<file path="src/rtl/fifo_rd_axis_pkg.sv">
// -----------------------------------------------------------------------------
// fifo_rd_axis_pkg
// Shared helpers for the FIFO-reader to AXI4-Stream bridge.
//   beat_cnt_w(pkt_len) : width of the per-packet beat counter, sized so that
//                         it can hold the value pkt_len.
// The tagged beat ({last, data}) is declared inside the bridge, where the data
// width parameter is in scope.
// -----------------------------------------------------------------------------
package fifo_rd_axis_pkg;

  // Width of the beat counter for a given packet length.
  function automatic int beat_cnt_w(input int pkt_len);
    return $clog2(pkt_len + 1);
  endfunction

endpackage

</file>
<file path="src/rtl/axis_skid_buf.sv">
// -----------------------------------------------------------------------------
// axis_skid_buf
// Two-entry stream buffer: an output register plus one skid register.
// in_ready depends only on the skid flag, so there is no combinational path
// from m_ready back to the upstream source.
//
// Ports
//   clk       : clock, all logic on posedge
//   reset     : asynchronous active-high reset, clears both valid flags
//   in_valid  : upstream word available
//   in_ready  : buffer can accept a word this cycle (skid register empty)
//   in_data   : upstream word, taken when in_valid & in_ready
//   m_valid   : output register holds a word
//   m_ready   : downstream accepts the output word
//   m_data    : output word, held stable until accepted
// -----------------------------------------------------------------------------
module axis_skid_buf #(
  parameter int DW = 8
) (
  input  logic          clk,
  input  logic          reset,
  input  logic          in_valid,
  output logic          in_ready,
  input  logic [DW-1:0] in_data,
  output logic          m_valid,
  input  logic          m_ready,
  output logic [DW-1:0] m_data
);

  logic          out_v_q, out_v_d;
  logic          skid_v_q, skid_v_d;
  logic [DW-1:0] out_data_q;
  logic [DW-1:0] skid_data_q;
  logic          push_s;
  logic          xfer_s;
  logic          ld_out_skid_s;
  logic          ld_out_in_s;
  logic          ld_skid_s;

  assign in_ready = ~skid_v_q;
  assign push_s   = in_valid & ~skid_v_q;
  assign xfer_s   = out_v_q & m_ready;
  assign m_valid  = out_v_q;
  assign m_data   = out_data_q;

  // Next-state selection; the order of the branches is the priority order.
  always_comb begin
    out_v_d       = out_v_q;
    skid_v_d      = skid_v_q;
    ld_out_skid_s = 1'b0;
    ld_out_in_s   = 1'b0;
    ld_skid_s     = 1'b0;
    if (skid_v_q && xfer_s) begin
      // Skid drains first; push is impossible here because in_ready is low.
      ld_out_skid_s = 1'b1;
      skid_v_d      = 1'b0;
    end else if (push_s && (!out_v_q || xfer_s)) begin
      ld_out_in_s = 1'b1;
      out_v_d     = 1'b1;
    end else if (push_s) begin
      // Output is stalled: the word popped this cycle parks in the skid.
      ld_skid_s = 1'b1;
      skid_v_d  = 1'b1;
    end else if (xfer_s) begin
      out_v_d = 1'b0;
    end else begin
      out_v_d  = out_v_q;
      skid_v_d = skid_v_q;
    end
  end

  // Valid flags, cleared asynchronously.
  always_ff @(posedge clk or posedge reset) begin
    if (reset) begin
      out_v_q  <= 1'b0;
      skid_v_q <= 1'b0;
    end else begin
      out_v_q  <= out_v_d;
      skid_v_q <= skid_v_d;
    end
  end

  // Data registers carry no reset; they are qualified by the valid flags.
  always_ff @(posedge clk) begin
    if (ld_out_skid_s) begin
      out_data_q <= skid_data_q;
    end else if (ld_out_in_s) begin
      out_data_q <= in_data;
    end else begin
      out_data_q <= out_data_q;
    end
    if (ld_skid_s) begin
      skid_data_q <= in_data;
    end else begin
      skid_data_q <= skid_data_q;
    end
  end

endmodule

</file>
<file path="src/rtl/fifo_rd_axis_bridge.sv">
// -----------------------------------------------------------------------------
// fifo_rd_axis_bridge
// Pops words from a first-word-fall-through FIFO and presents them as an
// AXI4-Stream master through a two-entry output buffer (axis_skid_buf).
//
// Build option: define FIFO_RD_AXIS_TLAST_EN to enable the packet counter and
// tlast generation (every PKT_LEN-th beat). Without it, beat_cnt is tied to 0,
// m_tlast is tied to 1 and the buffer carries only the data word.
//
// Ports
//   clk      : clock, all logic on posedge
//   reset    : asynchronous active-high reset (the FIFO shares it)
//   rd_empty : FIFO empty flag; rd_data valid when low
//   rd_data  : FIFO head word (fall-through)
//   rd_en    : FIFO pop strobe; independent of m_tready
//   m_tvalid : stream valid
//   m_tready : stream ready
//   m_tdata  : stream data
//   m_tlast  : end-of-packet marker
//   beat_cnt : beats already popped in the current packet
// -----------------------------------------------------------------------------
module fifo_rd_axis_bridge
  import fifo_rd_axis_pkg::*;
#(
  parameter int W       = 8,
  parameter int PKT_LEN = 16
) (
  input  logic                            clk,
  input  logic                            reset,
  input  logic                            rd_empty,
  input  logic [W-1:0]                    rd_data,
  output logic                            rd_en,
  output logic                            m_tvalid,
  input  logic                            m_tready,
  output logic [W-1:0]                    m_tdata,
  output logic                            m_tlast,
  output logic [beat_cnt_w(PKT_LEN)-1:0]  beat_cnt
);

  localparam int CW = beat_cnt_w(PKT_LEN);

  logic src_valid_s;
  logic buf_ready_s;

  // Pop needs a word at the FIFO head and a free skid slot; m_tready is not
  // involved, which keeps the ready path registered.
  assign src_valid_s = ~reset & ~rd_empty;
  assign rd_en       = src_valid_s & buf_ready_s;

`ifdef FIFO_RD_AXIS_TLAST_EN

  typedef struct packed {
    logic         last;
    logic [W-1:0] data;
  } beat_t;

  beat_t         in_beat_s;
  beat_t         out_beat_s;
  logic [CW-1:0] beat_cnt_q, beat_cnt_d;
  logic          last_s;

  assign last_s    = (beat_cnt_q == CW'(PKT_LEN - 1));
  assign in_beat_s = {last_s, rd_data};

  // Beat counter advances on every pop and wraps on the last beat.
  always_comb begin
    beat_cnt_d = beat_cnt_q;
    if (rd_en) begin
      if (last_s) begin
        beat_cnt_d = '0;
      end else begin
        beat_cnt_d = beat_cnt_q + CW'(1);
      end
    end else begin
      beat_cnt_d = beat_cnt_q;
    end
  end

  // Beat counter register.
  always_ff @(posedge clk or posedge reset) begin
    if (reset) begin
      beat_cnt_q <= '0;
    end else begin
      beat_cnt_q <= beat_cnt_d;
    end
  end

  axis_skid_buf #(
    .DW ($bits(beat_t))
  ) u_buf (
    .clk      (clk),
    .reset    (reset),
    .in_valid (src_valid_s),
    .in_ready (buf_ready_s),
    .in_data  (in_beat_s),
    .m_valid  (m_tvalid),
    .m_ready  (m_tready),
    .m_data   (out_beat_s)
  );

  assign m_tdata  = out_beat_s.data;
  assign m_tlast  = out_beat_s.last;
  assign beat_cnt = beat_cnt_q;

`else

  axis_skid_buf #(
    .DW (W)
  ) u_buf (
    .clk      (clk),
    .reset    (reset),
    .in_valid (src_valid_s),
    .in_ready (buf_ready_s),
    .in_data  (rd_data),
    .m_valid  (m_tvalid),
    .m_ready  (m_tready),
    .m_data   (m_tdata)
  );

  // Every beat is a single-beat packet.
  assign m_tlast  = 1'b1;
  assign beat_cnt = {CW{1'b0}};

`endif

endmodule
</file>
<file path="config.mk">
export PLATFORM = sky130hd
export DESIGN_NAME = fifo_rd_axis_bridge
export DESIGN_NICKNAME = d
export VERILOG_FILES = /design/src/rtl/fifo_rd_axis_pkg.sv /design/src/rtl/axis_skid_buf.sv /design/src/rtl/fifo_rd_axis_bridge.sv
export SDC_FILE = /design/constraint.sdc
export NUM_CORES = 1
export LEC_CHECK = 0
export ABC_CLOCK_PERIOD_IN_PS = 1590
export BUFFER_PORTS_ARGS = -buffer_cell sky130_fd_sc_hd__buf_4
export CORE_MARGIN = 2
export CORE_UTILIZATION = 42
export CTS_CLUSTER_SIZE = 10
export DETAILED_ROUTE_END_ITERATION = 7
export GPL_TIMING_DRIVEN = 0
export PLACE_DENSITY_LB_ADDON = 0.25
export SLEW_MARGIN = 10
export SYNTH_ARGS = -nofsm -noshare
export SYNTH_HDL_FRONTEND = slang
export SYNTH_HIERARCHICAL = 1
export SYNTH_SLANG_ARGS = --single-unit
</file>
<file path="constraint.sdc">
create_clock -name clk -period 1.59 [get_ports clk]
set_input_delay 0.318 -clock clk [delete_from_list [all_inputs] [get_ports clk]]
set_output_delay 0.318 -clock clk [all_outputs]
set_load 0.005 [all_outputs]
</file>
== Yosys cells after proc, flatten, opt, wreduce, memory -nomap -nowiden ==
Index checks and enable logic that the tools add are counted.

* Bits in registers: 18
* Input bits: 12
* Word-level logic and storage cells: 36

* Equality and inequality tests: 2
* Muxes and demuxes: 14
* Bitwise logic cells: 7
* Reduce and logical (&&, ||, !) cells: 9

{| class="wikitable"
|+ Operator list
! cell !! count
|-
| 2-to-1 mux 8 bit || 2
|-
| 2-to-1 mux 1 bit || 12
|-
| nonzero test 2 bit || 3
|-
| NOT 1 bit || 4
|-
| bitwise AND 1 bit || 3
|-
| AND reduction 3 bit || 1
|-
| logical AND 1 bit || 2
|-
| != test 2 x 1 -> 1 bit, second input constant || 1
|-
| != test 2 bit, second input constant || 1
|-
| AND reduction 2 bit || 1
|-
| logical NOT 1 bit || 1
|-
| logical OR 1 bit || 1
|}

== Logic depth before layout (Yosys ltp) ==
* Depth after elaboration: 8
* Gate-level depth with buffers: 3
* Depth with buffers taken out: 3

== Hierarchy ==
Netlist, hierarchy kept.

{| class="wikitable"
|+ By module, submodules not included
! module !! times used !! cells an instance !! area each (um^2) !! seq. area each (um^2)
|-
| axis_skid_buf || 1 || 38 || 695.7 || 530.5
|-
| fifo_rd_axis_bridge || 1 || 10 || 68.8 || 0.0
|}

== Worst setup path before layout ==
Ideal clock, no wire load.

* Kind: register -> register
* Start: register u_buf.skid_v_q
* End: register u_buf.skid_data_q[0] (enable)
* Data arrival time: 1.206 ns
* Data required time: 1.207 ns
* Path slack: 0.000 ns
* Cell stages (with the launch flop): 3
* Buffers on the path: 0
* Clock period less this slack: 1.590 ns
* Path through: dfrtp_1 > nand2b_1 > nor3_1

* Cells in the longest elaborated chain, start to end: 5
* Elaborated cells between the ends (all ways): 7

{| class="wikitable"
|+ Ends and longest elaborated chain
! what !! line !! RTL
|-
| start, declared || axis_skid_buf.sv:31 || <nowiki>logic skid_v_q, skid_v_d;</nowiki>
|-
| start signal, assigned || axis_skid_buf.sv:79 || <nowiki>skid_v_q <= skid_v_d;</nowiki>
|-
| NOT 1 bit || axis_skid_buf.sv:41 || <nowiki>assign push_s = in_valid & ~skid_v_q;</nowiki>
|-
| bitwise AND 1 bit || axis_skid_buf.sv:41 ||
|-
| 2-to-1 mux 1 bit / logical AND 1 bit (equally long branches) || axis_skid_buf.sv:60, axis_skid_buf.sv:57 ||
|-
| 2-to-1 mux 1 bit || axis_skid_buf.sv:57 || <nowiki>end else if (push_s && (!out_v_q || xfer_s)) begin</nowiki>
|-
| 2-to-1 mux 1 bit * || axis_skid_buf.sv:53 || <nowiki>if (skid_v_q && xfer_s) begin</nowiki>
|-
| via u_buf.ld_skid_s || axis_skid_buf.sv:38 || <nowiki>logic ld_skid_s;</nowiki>
|-
| end signal, assigned || axis_skid_buf.sv:93 || <nowiki>skid_data_q <= in_data;</nowiki>
|-
| end signal, assigned || axis_skid_buf.sv:95 || <nowiki>skid_data_q <= skid_data_q;</nowiki>
|-
| end, declared || axis_skid_buf.sv:33 || <nowiki>logic [DW-1:0] skid_data_q;</nowiki>
|}

Mark *: on every way through the listed nets, which the timed path passes. The rest lies on a longest branch.
A chain may end at the register's enable or synchronous reset.

== Final worst setup path ==
* Start: register u_buf.skid_v_q
* End: register u_buf.skid_data_q[1] (enable)

The elaborated chain is that of the path after synthesis.

==> results.json <==
{
  "ys_seq_area_frac": 0.6939,
  "pin_count": 28,
  "grt_max_degree": 11,
  "hold_path_class": "in -> reg",
  "post_drt_wl_per_cell_um": 11.62,
  "cts_tree": "yes",
  "die_x_um": 46.67,
  "ir_worst_vdd_uv": 582.1,
  "postRouteAntennaNets": 0,
  "crit_path_end_kind": "register",
  "cts_max_path_buffers": 2,
  "synth_seq_cells": 18,
  "synth_fa_ha_area_frac": 0,
  "instances_no_fill": 103,
  "worstPathCellList": "nand2b_1, nor3_4",
  "insertion_delay_ps": 280,
  "layout_common_cells": "buf_4, edfxtp_1, mux2_2",
  "worstSetupStartpoint": "u_buf/skid_v_q$_DFFE_PP0P_",
  "drc_errors": 0,
  "cts-root-buf": "clkbuf_4",
  "grt_pass1_wl_um": 1731,
  "worstReg2RegEnd": "u_buf/skid_data_q[1]$_DFFE_PP_",
  "synth-xor-area-share": 0,
  "die_area_um2": 2178,
  "p_leak_nw": 0.4207,
  "antenna_found_initial": 0,
  "maxSlewViolCount": 0,
  "place_inst": 98,
  "clock_skew_ps": 0.6503,
  "routed_via_density": 4.485,
  "gr-usage-all-layers": 0.1228,
  "synth_cell_types": 16,
  "yosys.area_share.simple": 0.07365,
  "grt-ovfl-total": 0,
  "startpoint_type": "register",
  "drt_iter0_drc": 2,
  "r2r_cells": 2,
  "synth_compound_area_frac": 0.03110,
  "netlist_area_um2": 764.5,
  "rsz0062_at_grt": "no",
  "p_per_area_nw_per_um2": 1181,
  "arrival_ps": 1440,
  "ys_warn_count": 6,
  "syn2layout_area_growth_pct": 35.19,
  "rows": 15,
  "outcome": "completed",
  "gp_congestion": 0.6843,
  "numClockSinks": 18,
  "finalCritPeriodShare": 0.9417,
  "drive_above_1_share": 0.5385,
  "crit_path_end": "u_buf/skid_data_q[1]$_DFFE_PP_",
  "cpPeakStageDelay_ps": 470,
  "crit_path_max_fanout": 8,
  "routed_wl_um": 1197,
  "cp.required_ps": 1530,
  "setup_violations": 0,
  "p_total_w": 0.001221,
  "muxShareOfSynthArea": 0.1178,
  "avgSynthCellArea_um2": 15.93,
  "vias": 462,
  "slowest_stage": "dfrtp_1",
  "synth_top_family_by_area": "multiplexers",
  "grt_pass1_vias": 404,
  "maxCapViolCount": 0,
  "max_freq_mhz": 667.9,
  "finalNetCount": 91,
  "regToRegSetupSlack_ps": 90,
  "h-tree-depth": 1,
  "finalCriticalPeriod_ps": 1497,
  "layout_commonest_cell": "buf_4",
  "fill_cells": 162,
  "core_area_um2": 1727,
  "port_buffers": 21,
  "path_clk_slew_ps": 100,
  "syn_inst": 48,
  "post_cts_buffers": 0,
  "r2r_start": "u_buf/skid_v_q$_DFFE_PP0P_",
  "initial_core_util": 0.4428,
  "finalHoldViolations": 0,
  "n_antenna_cell": 0,
  "crit_type": "reg -> reg",
  "drtPass1Iterations": 2,
  "dp_hpwl_um": 843.3,
  "numCtsBuffers": 3,
  "die_h_um": 46.67
}
[power by group]
part           total (W)  internal [W]  leakage [nW]  switching (W)
registers       0.000675      0.000616         0.172      0.0000592
clock network   0.000222     0.0000910        0.0154       0.000131
logic           0.000324      0.000185         0.233       0.000139
total            0.00122      0.000892         0.421       0.000329
[synthesized netlist by cell type, drive strengths merged]
library cell	count	area, um^2
nor3	1	5.000
nand2b	1	6.260
buf	6	45.04
edfxtp	16	480.5
a2bb2oi	1	8.760
dfrtp	2	50.05
nand2	1	3.750
conb	2	7.510
o21ai	1	5.000
nor3b	1	12.51
mux2	8	90.09
nand3	1	17.52
inv	3	11.26
and2b	1	7.510
nor2	1	3.750
a21oi	2	10.01
[routing by layer]
metal  up-vias  GRT usage  part of all wire
met4         0    0.08333             0.015
li1        225          -                 -
met2        12     0.2028              0.52
met3         2    0.03529             0.047
met1       223     0.1350              0.41
met5         -          0                 0
[cell type report]
type / instances / area [um^2] / area share
Sequential cell: 18 / 530.5 / 0.5133
Multi-Input combinational cell: 25 / 221.5 / 0.2143
Timing Repair Buffer: 22 / 167.7 / 0.1622
Buffer: 6 / 45.04 / 0.04358
Tap cell: 25 / 31.28 / 0.03027
Clock buffer: 3 / 22.52 / 0.02179
Inverter: 3 / 11.26 / 0.01090
Clock inverter: 1 / 3.754 / 0.003632
[flip-flops by register name, indices dropped and copies added (netlist names)]
name and flops:
u_buf/m_valid 1, u_buf/skid_data_q 8, u_buf/m_data 8, u_buf/skid_v_q 1
[critical path: cells and delay by family (launching register included)]
kind | cells | cell delay, ps
flip-flops | 1 | 470
AND/OR/NAND/NOR | 2 | 690
[worst min-delay path by stage]
stage / slack (ps) / depth (start not counted) / startpoint / end
floorplan: 60 / 1 / reset / u_buf/m_valid$_DFFE_PP0P_
global placement: 200 / 2 / reset / u_buf/m_valid$_DFFE_PP0P_
detailed placement: 200 / 2 / reset / u_buf/m_valid$_DFFE_PP0P_
CTS: 200 / 1 / rd_data[2] / u_buf/skid_data_q[2]$_DFFE_PP_
global route: 190 / 1 / rd_data[0] / u_buf/skid_data_q[0]$_DFFE_PP_
finish: 210 / 1 / rd_data[2] / u_buf/skid_data_q[2]$_DFFE_PP_
[what timing repair did]
action                                  4_1_cts  5_1_grt
resized for setup                             3        1
pin swaps                                     0        0
endpoints found under the setup margin       16        8
hold buffers                                  1        0
hold endpoints to repair                      2        0
[kinds of logic after synthesis]
kind of cell,after synthesis
buf+inv,9
other cells,2
simple gates,7
flops,18
mux,8
compound gates,4
[through the flow]
step | instance area, um^2 | TNS, ps | setup slack [ps] | hold WS, ps | util
global route | 1033 | 0 | 4.526 | 191.2 | 0.5986
CTS | 1022 | 0 | 56.64 | 204.2 | 0.5920
floorplan | 779.5 | 0 | 0.2427 | 59.18 | -
detailed placement | 968.4 | -5153 | -404.6 | 202.0 | 0.5609
global placement | 968.4 | -5220 | -436.7 | 197.7 | 0.5609
finish | 1033 | 0 | 92.69 | 212.4 | 0.5986
No activity file was read; power rests on OpenSTA's default activity.
